==> src/rtl/rf_wb_arbiter_pkg.sv <==
// Shared definitions for the register-file writeback arbiter.
//   XLEN / REG_AW / STALL_W : default data, register-number and stall-counter widths
//   REG_ZERO                : x0, writes to it never use the RF port
//   GNT_ALU / GNT_MEM       : round-robin grant encodings (also the requester index)
package rf_wb_arbiter_pkg;
    localparam int XLEN    = 32;
    localparam int REG_AW  = 5;
    localparam int STALL_W = 16;

    localparam logic [REG_AW-1:0] REG_ZERO = 5'd0;

    localparam logic GNT_ALU = 1'b0;
    localparam logic GNT_MEM = 1'b1;
endpackage

==> src/rtl/rf_wb_arbiter_rr_arb2.sv <==
// rr_arb2: two-way round-robin arbiter.
//   clk, rst    : clock, async active-high reset (last_grant -> GNT_MEM)
//   req[1:0]    : requests, index GNT_ALU / GNT_MEM
//   accept      : the granted request transferred this cycle
//   grant[1:0]  : one-hot grant (combinational)
// On a tie the requester that did not win last time is granted. last_grant
// resets to MEM so the first tie after reset goes to ALU.
module rr_arb2
    import rf_wb_arbiter_pkg::*;
(
    input  logic       clk,
    input  logic       rst,
    input  logic [1:0] req,
    input  logic       accept,
    output logic [1:0] grant
);
    logic last_grant;

    always_comb begin
        grant = 2'b00;
        case (req)
            2'b01:   grant = 2'b01;
            2'b10:   grant = 2'b10;
            2'b11:   grant = (last_grant == GNT_MEM) ? 2'b01 : 2'b10;
            default: grant = 2'b00;
        endcase
    end

    always_ff @(posedge clk or posedge rst) begin
        if (rst)
            last_grant <= GNT_MEM;
        else if (accept)
            last_grant <= grant[GNT_MEM] ? GNT_MEM : GNT_ALU;
    end
endmodule

==> src/rtl/rf_wb_arbiter.sv <==
// rf_wb_arbiter: shares the single RF write port between ALU and load-unit
// writeback requesters.
//   clk, rst                      : clock, async active-high reset
//   alu_valid/rd/data, alu_ready  : ALU writeback request / accept
//   mem_valid/rd/data, mem_ready  : load writeback request / accept
//   rf_rd, rf_wdata               : registered RF write port (rf_rd==0 => no write)
//   pend_valid                    : output stage holds a real write (bypass source)
//   stall_cnt                     : saturating count of cycles a requester was held off
// Requests to x0 are acknowledged immediately without touching the port or
// the round-robin state; nonzero requests go through rr_arb2.
module rf_wb_arbiter
    import rf_wb_arbiter_pkg::*;
#(
    parameter int XLEN    = rf_wb_arbiter_pkg::XLEN,
    parameter int REG_AW  = rf_wb_arbiter_pkg::REG_AW,
    parameter int STALL_W = rf_wb_arbiter_pkg::STALL_W
) (
    input  logic               clk,
    input  logic               rst,
    input  logic               alu_valid,
    input  logic [REG_AW-1:0]  alu_rd,
    input  logic [XLEN-1:0]    alu_data,
    output logic               alu_ready,
    input  logic               mem_valid,
    input  logic [REG_AW-1:0]  mem_rd,
    input  logic [XLEN-1:0]    mem_data,
    output logic               mem_ready,
    output logic [REG_AW-1:0]  rf_rd,
    output logic [XLEN-1:0]    rf_wdata,
    output logic               pend_valid,
    output logic [STALL_W-1:0] stall_cnt
);
    logic       alu_zero, mem_zero;
    logic [1:0] req, grant;
    logic       stall;

    assign alu_zero = (alu_rd == REG_AW'(REG_ZERO));
    assign mem_zero = (mem_rd == REG_AW'(REG_ZERO));

    // Only nonzero destinations compete for the port.
    assign req[GNT_ALU] = alu_valid & ~alu_zero & ~rst;
    assign req[GNT_MEM] = mem_valid & ~mem_zero & ~rst;

    rr_arb2 u_arb (
        .clk    (clk),
        .rst    (rst),
        .req    (req),
        .accept (|grant),   // a grant implies valid, so it always transfers
        .grant  (grant)
    );

    assign alu_ready = ~rst & alu_valid & (alu_zero | grant[GNT_ALU]);
    assign mem_ready = ~rst & mem_valid & (mem_zero | grant[GNT_MEM]);

    // Output stage: rf_wdata holds when idle, only rf_rd marks the write.
    always_ff @(posedge clk or posedge rst) begin
        if (rst) begin
            rf_rd    <= '0;
            rf_wdata <= '0;
        end else if (grant[GNT_ALU]) begin
            rf_rd    <= alu_rd;
            rf_wdata <= alu_data;
        end else if (grant[GNT_MEM]) begin
            rf_rd    <= mem_rd;
            rf_wdata <= mem_data;
        end else begin
            rf_rd    <= '0;
        end
    end

    assign pend_valid = (rf_rd != '0);

    assign stall = (alu_valid & ~alu_ready) | (mem_valid & ~mem_ready);

    always_ff @(posedge clk or posedge rst) begin
        if (rst)
            stall_cnt <= '0;
        else if (stall && stall_cnt != '1)
            stall_cnt <= stall_cnt + 1'b1;
    end
endmodule

==> config.mk <==
export PLATFORM = sky130hd
export DESIGN_NAME = rf_wb_arbiter
export DESIGN_NICKNAME = d
export VERILOG_FILES = /design/src/rtl/rf_wb_arbiter_pkg.sv /design/src/rtl/rf_wb_arbiter_rr_arb2.sv /design/src/rtl/rf_wb_arbiter.sv
export SDC_FILE = /design/constraint.sdc
export NUM_CORES = 1
export LEC_CHECK = 0
export BUFFER_PORTS_ARGS = -buffer_cell sky130_fd_sc_hd__buf_2
export CAP_MARGIN = 30
export CORE_AREA = 3 3 106 67
export CTS_BUF_LIST = sky130_fd_sc_hd__clkbuf_16
export CTS_CLUSTER_DIAMETER = 50
export CTS_CLUSTER_SIZE = 16
export DETAILED_ROUTE_END_ITERATION = 10
export DIE_AREA = 0 0 109 70
export PLACE_DENSITY = 0.76
export REMOVE_ABC_BUFFERS = 1
export SLEW_MARGIN = 20
export SYNTH_ARGS = -nofsm -noshare
export SYNTH_HDL_FRONTEND = slang
export SYNTH_SLANG_ARGS = --single-unit
==> constraint.sdc <==
create_clock -name clk -period 2.5 [get_ports clk]
set_clock_uncertainty 0.15 [all_clocks]
set_input_delay 0.125 -clock clk [delete_from_list [all_inputs] [get_ports clk]]
set_output_delay 0.125 -clock clk [all_outputs]
set_load 0.02 [all_outputs]
==> impl_results.md, run 1 <==
* Xor and xnor area share after synthesis at 4.83%
* Critical-path cell list: dlygate4sd3_1 > buf_2 > or4_4 > o21ai_4 > o21ba_4 > o21ai_0 > and3_1 > buf_2
* Library cells used by synthesis at 33
* H-tree depth at 2
* Remaining Overflow, GRT at 0
* Max-slew violation count at 0
* CTS Buffer Depth at 2
* CTS tree: built
* Cts bufs inserted at 5
* Largest stage delay, worst path at 0.53 ns
* Largest family of logic cells by synthesized area: compound AO/OA/AOI/OAI gates
* Initial core utilization at 41.3%
* Synth Area in Simple Gates at 17.9%
* Complex-gate fraction of the synthesized area at ~18%
* Worst setup margin at approximately 0.062 ns
* Port Buffers at approximately 130
* Commonest cells after routing, fill and taps aside: 133 x buf_2, 76 x dlygate4sd3_1, 53 x dfrtp_1, 32 x a221o_1, 31 x nor2b_1
* CP arrival at 2.16 ns
* Adder and majority gate portion of the synthesized area at 0.493%
* Peak VDD IR at 0.315 mV
* FF+latch area at 1350 um2
* Die X at 109 um
* DP HPWL at slightly above 5000 um
* Wirelength per Cell at 17.1 um
* Max cap viols at 0
* Die height at 70 um
* Slew of the pin with the lowest slew margin at 0.856 ns
* RSZ-0062 raised after global routing: no
* Post-DRT Antenna Nets at 0
* Post-synthesis sequential area ratio at 53.3%
* Num Clock Sinks at 54
* Via count at 2688
* Clock Latency Late Sink at around 0.28 ns
* Area grow syn2layout at 64.1%
* Final Cycle Share at 97.5%
* Pre-CTS setup slack at 0.0679 ns
* Initial antenna violation count at 0
* Min Tclk post-route at 2.44 ns
* Hold_ws at 0.304 ns
* Commonest register cell after synthesis: dfrtp_1
* Via density at 5.34
* RD Place Congestion at 0.809
* Leak at 2.05 nW
* CTS clock-pin slew for the worst setup and hold paths at around 0.070 ns
* Synth warn at 0
* # setup viols final at 0
* Critical setup path kind: in2out
* Setup crit end kind: output pin
* Number of global-route vias before repair at 2815
* Core Footprint at 6140 um2
* Cell mode on critical path: buf_2
* Total GRT Usage at 23.5%
* #FFs+latches synth at 54
* Largest net degree at the start of global routing at 57
* WL final at between 8000 and 9000 um
* 1st-pass router iterations at 4
* FILL cells at 452
* Post-layout util at 67.8%
* Number of DRC markers in iteration 0 at 171
* Multi-input gate area at 1070 um2
* FP Rows at 22
* Post-synthesis cell area at roughly 2500 um2
* Post-synth ARST share at 100%
* Syn Inst Count at between 200 and 250
* Number of synthesized flops with an enable pin at 0
* HP Class: in2reg
* Hold Vio Cnt, Final at 0
* First-pass GRT wire length at 14000 um
* Status: finished clean
* # IOs at 134
* Nets at 497
* Share of layout cells above drive strength 1 at 37.7%
* N_diodes at 0
* Clk root buf: clkbuf_16
* Setup crit start kind: primary input
* Slew margin rel. at 42.8%
* Die area at between 7000 and 8000 um2
* CP max FO at 8
* Achievable Freq at between 0.4 and 0.5 GHz
* CP max stage cell: dlygate4sd3_1
* Most common cell after layout, fill and taps aside: buf_2
* Multiplexer area fraction after synthesis at 0.838%
* PD cells at 645 nW/um2
* Req. time, crit path at ~2.2 ns
* Avg Cell Area, Syn at 12.2 um2
* Post-route DRC at 0
-- sequential cells by signal, indices dropped and copies added, names as in the netlist --
name              flops
rf_rd                 5
stall_cnt            16
rf_wdata             32
u_arb.last_grant      1
-- final timing paths --
path / startpoint / to / slack, ns / cells after the start
max: mem_rd[3] / mem_ready / 0.06 / 8
min: mem_valid / rf_rd[1] / 0.30 / 4
max reg2reg: stall_cnt[4] / stall_cnt[1] / 0.39 / 5
min reg2reg: stall_cnt[14] / stall_cnt[14] / 0.34 / 1
max in group asynchronous: rst / rf_wdata[9] / 1.24 / 4
min in group asynchronous: rst / rf_rd[4] / 0.51 / 4
-- metal layers --
layer | global-route usage, % | part of all wire [%] | routed length, um | up-vias
li1 | - | - | - | 1201
met1 | 28.7 | 40 | 3460 | 1277
met2 | 38.0 | 47 | 4010 | 175
met3 | 6.28 | 9.2 | 789 | 35
met4 | 11.9 | 4.1 | 354 | 0
met5 | 0 | 0 | 0 | -
-- cell type report --
cell class / instances / share of cell area (%)
timing repair buffer: 218 / 35.9
multi-input combinational: 137 / 25.7
clock buffer: 5 / 3.00
inverter: 2 / 0.180
sequential: 54 / 32.5
tap: 84 / 2.52
clock inverter: 3 / 0.270
-- Yosys cell counts (2+ instances only) --
cell | count | area share (%)
a221o_1 | 32 | 13
nand2_1 | 5 | 0.74
and3_1 | 8 | 2.0
a22o_1 | 5 | 1.7
or4_4 | 2 | 0.89
nor2b_1 | 31 | 7.6
dfrtp_1 | 53 | 52
clkbuf_1 | 8 | 1.2
nand3_1 | 7 | 1.4
inv_1 | 2 | 0.30
xnor2_1 | 14 | 4.8
nand4_1 | 7 | 1.7
o21ai_0 | 2 | 0.39
buf_6 | 7 | 3.1
and4_1 | 4 | 1.4
nor2_1 | 4 | 0.59
-- logic make-up (layout without fill, tap and decap cells) --
kind of cell    Yosys count  after routing
buf+inv                  17            228
mux                       2              2
compound gates           47             47
fa+ha+maj                 1              1
xor+xnor                 14             14
simple gates             73             73
flops                    54             54
-- repair_timing --
action	4_1_cts	5_1_grt
setup endpoints to repair	0	1
hold endpoints to repair	91	0
gates resized for setup	0	0
setup buffers	0	3
hold buffers	76	0
-- report_power, final --
part	leakage, nW	switching, mW	internal (mW)
clock network	0.0776	0.292	0.361
registers	0.665	0.120	1.03
logic	1.31	0.471	0.417
total	2.05	0.883	1.80
-- worst max-delay path: cells and delay by family --
| family | cells | cell delay (ns) |
|---|---|---|
| buf+inv | 3 | 0.81 |
| simple gates | 2 | 0.68 |
| compound gates | 3 | 0.54 |
-- metrics by stage --
step                cells  total power [mW]  TNS, ns  area (um2)
floorplan             193              1.61   -11.58        2430
global placement      416              1.91        0        3240
global route          503              2.85        0        4160
finish                503              2.69        0        4160
detailed placement    416              1.94        0        3240
CTS                   500              2.69        0        4140
(Power assumes the default switching activity.)
==> run 2, diff against run 1 <==
--- a/config.mk
+++ b/config.mk
@@ -13,8 +13,9 @@
 export CTS_CLUSTER_SIZE = 16
 export DETAILED_ROUTE_END_ITERATION = 10
 export DIE_AREA = 0 0 109 70
-export PLACE_DENSITY = 0.76
+export PLACE_DENSITY_LB_ADDON = 0.12
 export REMOVE_ABC_BUFFERS = 1
+export SETUP_SLACK_MARGIN = 0.2
 export SLEW_MARGIN = 20
 export SYNTH_ARGS = -nofsm -noshare
 export SYNTH_HDL_FRONTEND = slang
==> impl_results.md, run 2 (synthesis results as in run 1) <==
* N_diodes at 0 (unchanged)
* RD Place Congestion at 0.764 (-5.6%)
* Via density at 4.99 (-6.7%)
* DP HPWL at 4970 um (-3.8%)
* Max cap viols at 0 (unchanged)
* Max reg flops at 32 (unchanged)
* Cell mode on critical path: buf_12
* Worst Hold Path EP: rf_rd[0]
* Number of DRC markers in iteration 0 at 103 (-40%)
* Hold-critical path depth at 2 (-2)
* Share of layout cells above drive strength 1 at 38.5% (+0.81 points)
* Post-layout util at 68.9% (+1.0 points)
* PD cells at 667 nW/um2 (+3.3%)
* Number of global-route vias before repair at 2618 (-7.0%)
* Largest reg by FF count: rf_wdata
* CP max stage cell: or4_4
* Pre-CTS setup slack at 0.376 ns (+0.308 ns)
* Clk pwr share at 28.0% (+3.7 points)
* Initial antenna violation count at 0 (unchanged)
* First-pass GRT wire length at 13200 um (-6.1%)
* Setup TNS Final at 0 ns (unchanged)
* Multi-input gate area at 1070 um2 (unchanged)
* WL final at 7800 um (-9.5%)
* # IOs at 134 (unchanged)
* Comb pwr share at 31.7% (-1.4 points)
* Hold Startpoint: alu_rd[0]
* Max-slew violation count at 0 (unchanged)
* Slew of the pin with the lowest slew margin at 0.491 ns (-0.364 ns)
* Largest net degree at the start of global routing at 57 (unchanged)
* HP Class: in2reg
* Clk root buf: clkbuf_16
* Switching Share at 31.7% (-1.2 points)
* CTS clock-pin slew for the worst setup and hold paths at 0.07 ns (about the same)
* Largest registers: rf_wdata (32), stall_cnt (16), rf_rd (5)
* CTS Buffer Depth at 2 (unchanged)
* 1st-pass router iterations at 4 (unchanged)
* Req. time, crit path at 2.52 ns (+0.29 ns)
* Status: finished clean
* Nets at 496 (-0.20%)
* Setup crit start kind: primary input
* Total GRT Usage at 21.6% (-1.9 points)
* Initial core utilization at 41.3% (unchanged)
* Core Footprint at 6140 um2 (unchanged)
* Worst setup margin at 0.279 ns (+0.217 ns)
* Placed insts at 417 (+0.24%)
* Cts bufs inserted at 5 (unchanged)
* Die height at 70 um (unchanged)
* Min Tclk post-route at 2.22 ns (-0.217 ns)
* CTS tree: built
* Die area at 7630 um2 (unchanged)
* Int Pwr at 1.93 mW (+6.8%)
* Wirelength per Cell at 15.5 um (-9.4%)
* Commonest cells after routing, fill and taps aside: 133 x buf_2, 75 x dlygate4sd3_1, 53 x dfrtp_1, 32 x a221o_1, 31 x nor2b_1
* Worst flop-to-flop path endpoint: stall_cnt[1]
* Achievable Freq at 0.450 GHz (+9.8%)
* Final cell count without fillers at 502 (-0.20%)
* Leak at 2.07 nW (+0.76%)
* Die X at 109 um (unchanged)
* Worst r2r path cells at 5 (unchanged)
* Num Clock Sinks at 54 (unchanged)
* Port Buffers at 133 (unchanged)
* Remaining Overflow, GRT at 0 (unchanged)
* Switch Pwr at 0.892 mW (+1.1%)
* Slew margin rel. at 67.2% (+24 points)
* Post-route DRC at 0 (unchanged)
* Hold Vio Cnt, Final at 0 (unchanged)
* Via count at 2503 (-6.9%)
* Design Power at 2.82 mW (+4.9%)
* FF+latch area at 1350 um2 (unchanged)
* Setup crit end kind: flop
* Largest stage delay, worst path at 0.56 ns (+0.03 ns)
* Area grow syn2layout at 66.6%
* # setup viols final at 0 (unchanged)
* Clock Latency Late Sink at 0.28 ns (about the same)
* Sequential power share at 40.4% (-2.2 points)
* Post-DRT Antenna Nets at 0 (unchanged)
* FP Rows at 22 (unchanged)
* Most common cell after layout, fill and taps aside: buf_2
* Critical R2R Launch: stall_cnt[4]
* RSZ-0062 raised after global routing: no
* Reg2reg setup slack at 0.46 ns (+0.07 ns)
* Final Cycle Share at 88.8% (-8.7 points)
* Peak VDD IR at 0.320 mV (+1.8%)
* Critical-path cell list: buf_2 > or4_4 > o211ai_2 > o21ba_4 > buf_12 > buf_12 > a22o_1 > dlygate4sd3_1
* Critical setup path kind: in2reg
* CP arrival at 2.24 ns (+0.08 ns)
* FILL cells at 475 (+5.1%)
* H-tree depth at 2 (unchanged)
* CP max FO at 27 (+19)
[run 2: timing repair]
action	CTS	global route
gates resized for setup	0	1
setup buffers	0	2
endpoints found under the hold margin	91	0
endpoints found under the setup margin	0	3
hold buffers	75	0
[run 2: how the worst max path moves through the flow]
stage / endpoint / startpoint / cells after the start
after floorplan: rf_wdata[0] / rst / 5
after global placement: rf_wdata[13] / mem_rd[1] / 7
after detailed placement: rf_wdata[31] / mem_rd[1] / 7
after CTS: rf_rd[4] / rst / 9
after global routing: rf_rd[4] / alu_rd[1] / 8
final: rf_rd[4] / alu_rd[1] / 8
[run 2: area by class of cell]
class,count,share of cell area [%]
Clock inverter,3,1.04
Inverter,2,0.178
Multi-Input combinational cell,137,25.3
Sequential cell,54,32.0
Clock buffer,5,2.96
Tap cell,84,2.49
Timing Repair Buffer,217,36.1
[run 2: power by group through the flow]
stage	sequential [mW]	clock (mW)	combinational [mW]
5_1_grt	1.16	0.839	0.967
4_1_cts	1.14	0.800	0.882
3_3_place_gp	1.15	0	0.777
6_report	1.14	0.788	0.893
2_1_floorplan	1.32	0	0.293
3_5_place_dp	1.15	0	0.790
[run 2: worst max-delay path: cells and delay by family]
family          cells  cell delay (ns)
buf+inv             4             0.94
compound gates      3             0.60
simple gates        1             0.56
[run 2: per-layer routing]
metal | track usage [%] | up-vias | wire, um
li1 | - | 1199 | -
met1 | 28.8 | 1177 | 3450
met2 | 35.0 | 113 | 3620
met3 | 5.36 | 14 | 588
met4 | 5.88 | 0 | 136
met5 | 0 | - | 0
[run 2: through the flow]
stage	instance area [um2]	hold slack (ns)
5_1_grt	4230	0.0332
3_3_place_gp	3280	0.206
2_1_floorplan	2430	0.0381
6_report	4230	0.0146
3_5_place_dp	3280	0.212
4_1_cts	4200	0.00665
